==> src/rtl/instruction_fetch.sv <==
// Single-outstanding instruction fetch unit: requests one word at the latched PC,
// holds it in the IR until decode accepts it, and aborts on a stuck memory.
module instruction_fetch #(
    parameter int ADDR_W  = 5,
    parameter int DATA_W  = 8,
    parameter int TIMEOUT = 15
) (
    input  logic                     clk,
    input  logic                     rst,
    input  logic                     fetch_en,
    input  logic                     flush,
    input  logic [ADDR_W-1:0]        pc,
    output logic                     mem_req,
    output logic [ADDR_W-1:0]        mem_addr,
    input  logic                     mem_ack,
    input  logic [DATA_W-1:0]        mem_rdata,
    output logic                     ir_valid,
    input  logic                     ir_ready,
    output logic [DATA_W-ADDR_W-1:0] ir_opcode,
    output logic [ADDR_W-1:0]        ir_operand,
    output logic [ADDR_W-1:0]        ir_pc,
    output logic                     fetch_err
);

    localparam logic [1:0] S_IDLE = 2'd0;
    localparam logic [1:0] S_REQ  = 2'd1;
    localparam logic [1:0] S_FULL = 2'd2;

    localparam logic [7:0] TO_LIMIT = 8'(TIMEOUT);

    logic [1:0]        r_state;
    logic [ADDR_W-1:0] r_addr;
    logic [DATA_W-1:0] r_ir;
    logic [ADDR_W-1:0] r_ir_pc;
    logic [7:0]        r_cnt;
    logic              r_err;

    logic              w_timeout;

    assign w_timeout = (r_cnt == TO_LIMIT);

    // NOTE: non-blocking assignments so every register samples pre-edge values.
    always_ff @(posedge clk) begin
        if (rst) begin
            r_state <= S_IDLE;
            r_addr  <= '0;
            r_ir    <= '0;
            r_ir_pc <= '0;
            r_cnt   <= '0;
            r_err   <= 1'b0;
        end else if (flush) begin
            // Flush wins over ack/ready/fetch_en; any data captured this cycle is dropped.
            r_state <= S_IDLE;
            r_cnt   <= '0;
        end else begin
            case (r_state)
                S_IDLE: begin
                    if (fetch_en) begin
                        r_addr  <= pc;
                        r_cnt   <= '0;
                        r_state <= S_REQ;
                    end
                end
                S_REQ: begin
                    if (mem_ack) begin
                        r_ir    <= mem_rdata;
                        r_ir_pc <= r_addr;
                        r_cnt   <= '0;
                        r_state <= S_FULL;
                    end else if (w_timeout) begin
                        r_err   <= 1'b1;
                        r_cnt   <= '0;
                        r_state <= S_IDLE;
                    end else begin
                        r_cnt   <= r_cnt + 8'd1;
                    end
                end
                S_FULL: begin
                    if (ir_ready) begin
                        if (fetch_en) begin
                            r_addr  <= pc;
                            r_state <= S_REQ;
                        end else begin
                            r_state <= S_IDLE;
                        end
                    end
                end
                default: r_state <= S_IDLE;
            endcase
        end
    end

    assign mem_req    = (r_state == S_REQ);
    assign mem_addr   = r_addr;
    assign ir_valid   = (r_state == S_FULL);
    assign ir_opcode  = r_ir[DATA_W-1:ADDR_W];
    assign ir_operand = r_ir[ADDR_W-1:0];
    assign ir_pc      = r_ir_pc;
    assign fetch_err  = r_err;

endmodule

==> config.mk <==
export PLATFORM = sky130hd
export DESIGN_NAME = instruction_fetch
export DESIGN_NICKNAME = d
export VERILOG_FILES = /design/src/rtl/instruction_fetch.sv
export SDC_FILE = /design/constraint.sdc
export NUM_CORES = 1
export LEC_CHECK = 0
export CAP_MARGIN = 40
export CORE_MARGIN = 5
export CORE_UTILIZATION = 40
export DETAILED_ROUTE_END_ITERATION = 10
export GPL_ROUTABILITY_DRIVEN = 0
export MAX_ROUTING_LAYER = met4
export PLACE_DENSITY_LB_ADDON = 0.05
export SLEW_MARGIN = 25
export SYNTH_ARGS = -nofsm -noshare
export SYNTH_HDL_FRONTEND = slang
export SYNTH_SLANG_ARGS = --single-unit
==> constraint.sdc <==
create_clock -name clk -period 1.7 [get_ports clk]
set_input_delay 0.34 -clock clk [delete_from_list [all_inputs] [get_ports clk]]
set_output_delay 0.34 -clock clk [all_outputs]
set_load 0.01 [all_outputs]
==> run_results.csv <==
group,metric,value,unit
yosys,synth.net_count,156,
setup_path,start_kind,"register",
cts,tritoncts,"built",
yosys,syn_inst,136,
cts,cts.sinks,29,
global_route,grt_max_degree,20,
global_route,grt_pass1_wl,5.04,mm
placed_design,portBuffers,39,
finish,area_growth_syn_to_layout,52.0,%
route,drt_iter0_drc,68,
sta,relSlewSlack,80.5,%
floorplan,core_area,0.00281,mm^2
floorplan,die_area,0.00417,mm^2
setup_path,path_class,"register to primary output",
setup_path,r2r_start,"r_cnt[7]",
finish,drive_above_1_share,16.1,%
sta,hold_violations,0,
floorplan,start_util,42.5,%
yosys,yosysWarningCount,0,
route,vias,1139,
global_route,track_usage,16.1,%
setup_path,reg2reg_depth,5,
yosys,synthFlopType,"dfxtp_1",
yosys,synth.yosys.seq_area_share,48.7,%
sta,slew_viol_final,0,
min_path,worstHoldEndpoint,"r_ir[7]",
finish,fin_cells,224,
finish,fill_cells,246,
setup_path,critPathRequiredTime,1.36,ns
placed_design,place_hpwl,2.24,mm
setup_path,worstPathArrival,1.28,ns
yosys,synthTopCellsByArea,"dfxtp_1, nand2_1, a21oi_1, nor2_1, mux2i_1",
power,power.density,792,mW/mm^2
cts,cts_buffers,5,
finish,final_util,64.5,%
sta,finalSetupViolations,0,
min_path,min_path_cells,2,
power,p_total,1.43,mW
sta,setup_slack,0.0844,ns
power,p_leak,0.655,nW
placed_design,detailedPlace.worstSlack,-0.0901,ns
flow_run,maxCapViolCount,0,
finish,seqCellArea,583,um^2
setup_path,worst-path-buf-inv,1,
setup_path,cp-startpoint,"mem_addr[2]",
cts,clkSlewWorstSetupHoldPaths,0.09,ns
cts,h-tree-depth,2,
setup_path,crit_chain,"clkdlybuf4s50_1",
floorplan,num_io_pins,40,
setup_path,cp_max_fo,3,
sta,fmax,0.619,GHz
route,viasPerCell,5.08,
sta,min_period,1.62,ns
cts,cts-root-buf,"clkbuf_4",
yosys,yosysUniqueCellTypes,31,
route,drtPass1Iterations,4,
placed_design,dpl_cell_area,0.00173,mm^2
finish,n_antenna_cell,0,
yosys,ys_async_sr_fraction,0,%
setup_path,cp-end-kind,"primary output",
global_route,grt.overflow.total,0,
route,ant_nets,0,
floorplan,rows,19,
yosys,synth.avg_cell_area,8.76,um^2
global_route,first_global_vias,1136,
power,ir_worst_vdd,0.450,mV
yosys,synth_edf_count,0,
yosys,syn_area,0.00119,mm^2
finish,final_nets,212,
route,drc_errors,0,
cts,cts_hold_buf,0,
setup_path,cp_slowest_stage_delay,0.57,ns
setup_path,cp_top_family,"buffers and inverters",
setup_path,crit_slowest_cell,"clkdlybuf4s50_1",
sta,layout_worst_path_cycle_share,95.0,%
min_path,hp-class,"register to register",
route,avgRoutedWirePerCell,13.1,um
yosys,synth_seq_cells,29,
cts,clkLatencyLatePin,0.33,ns
setup_path,r2r_end,"r_cnt[6]",
sta,finClkSkew,0.00621,ns
min_path,worstHoldStart,"r_ir[7]",
status,outcome,"finished clean",
finish,final_cell_area,0.00181,mm^2
finish,multiInputGateArea,572,um^2
sta,rsz0062_at_grt,"false",
placed_design,place_inst,216,
floorplan,die_w,64.6,um
cts,clockBufferDepth,2,
sta,worst_pin_slew,0.289,ns
floorplan,die_h,64.6,um
route,routed_wl,2.94,mm
yosys,yosysTopAreaCell,"dfxtp_1",
global_route,antenna_found_initial,0,
setup_path,reg2reg_setup_slack,0.11,ns
yosys,synth_top_area_share,48.7,%
==> worst max-delay path by stage <==
stage | slack, ns | endpoint | cells past startpoint
after floorplan | 0.10 | r_state[1] | 4
after global placement | -0.05 | r_state[1] | 5
after detailed placement | -0.09 | r_state[1] | 5
after CTS | 0.01 | r_state[1] | 4
after global routing | 0.02 | r_cnt[6] | 5
final | 0.08 | mem_addr[2] | 1
==> state kept, by name, indices dropped and copies added, names as in the netlist <==
register,flops
fetch_err,1
r_ir,8
ir_pc,5
mem_addr,5
r_cnt,8
r_state,2
==> cells in the mapped netlist, types with 2 or more instances <==
cell / count
nor2b_1: 2
a21oi_1: 13
a211oi_1: 2
xnor2_1: 5
nor3_1: 5
inv_1: 5
mux2i_1: 5
nand2_1: 29
nor2_1: 14
clkbuf_1: 4
nand3b_1: 2
dfxtp_1: 29
nand3_1: 3
==> power by group <==
| part | leakage, nW | switching (mW) | internal (mW) |
|---|---|---|---|
| sequential | 0.235 | 0.00932 | 0.690 |
| clock | 0.0455 | 0.238 | 0.351 |
| combinational | 0.374 | 0.0583 | 0.0855 |
| total | 0.655 | 0.306 | 1.13 |
==> logic make-up after synthesis <==
kind of cell	Yosys count	synth area share [%]
buffers and inverters	10	3.26
adder cells (fa/ha/maj)	1	1.05
multiplexers	5	4.20
AND/OR/NAND/NOR	61	23.8
AO/OA/AOI/OAI	24	14.5
flip-flops	29	48.7
XOR/XNOR	6	4.41
==> final cells by class <==
type / instances / area share, %
multi-input combinational: 97 / 31.6
timing repair buffer: 54 / 28.3
clock buffer: 7 / 3.04
inverter: 5 / 1.04
clock inverter: 1 / 1.66
tap: 31 / 2.14
sequential: 29 / 32.2
==> what timing repair did <==
action / 4_1_cts / 5_1_grt
setup buffers: 1 / 0
setup endpoints to repair: 3 / 7
resized for setup: 4 / 0
cloned: 0 / 0
pin swaps: 1 / 2
==> layout by cell type, fill, tap and decap left out, types with 2 or more instances in the layout <==
| cell type | count |
|---|---|
| dfxtp_2 | 2 |
| buf_4 | 14 |
| a211oi_1 | 2 |
| mux2i_1 | 5 |
| nor3_1 | 5 |
| nand3b_1 | 2 |
| nor2b_1 | 2 |
| dlygate4sd2_1 | 2 |
| nand3_1 | 3 |
| nand2_1 | 29 |
| a21oi_1 | 13 |
| clkdlybuf4s50_1 | 37 |
| xnor2_1 | 5 |
| dfxtp_1 | 27 |
| clkbuf_4 | 5 |
| inv_1 | 5 |
| nor2_1 | 14 |
==> routing by layer <==
metal | global-route usage [%] | part of all wire [%] | up-vias
met5 | - | 0 | -
li1 | - | - | 569
met4 | 7.12 | 1.5 | 0
met1 | 17.4 | 41 | 528
met3 | 5.53 | 7.8 | 5
met2 | 26.9 | 49 | 37
==> stage by stage <==
step	setup TNS (ns)	hold slack [ns]
final	0	0.457
after global routing	0	0.488
after CTS	0	0.458
after detailed placement	-0.498	0.445
after global placement	-0.133	0.440
after floorplan	0	0.409
No activity file was read; power rests on OpenSTA's default activity.
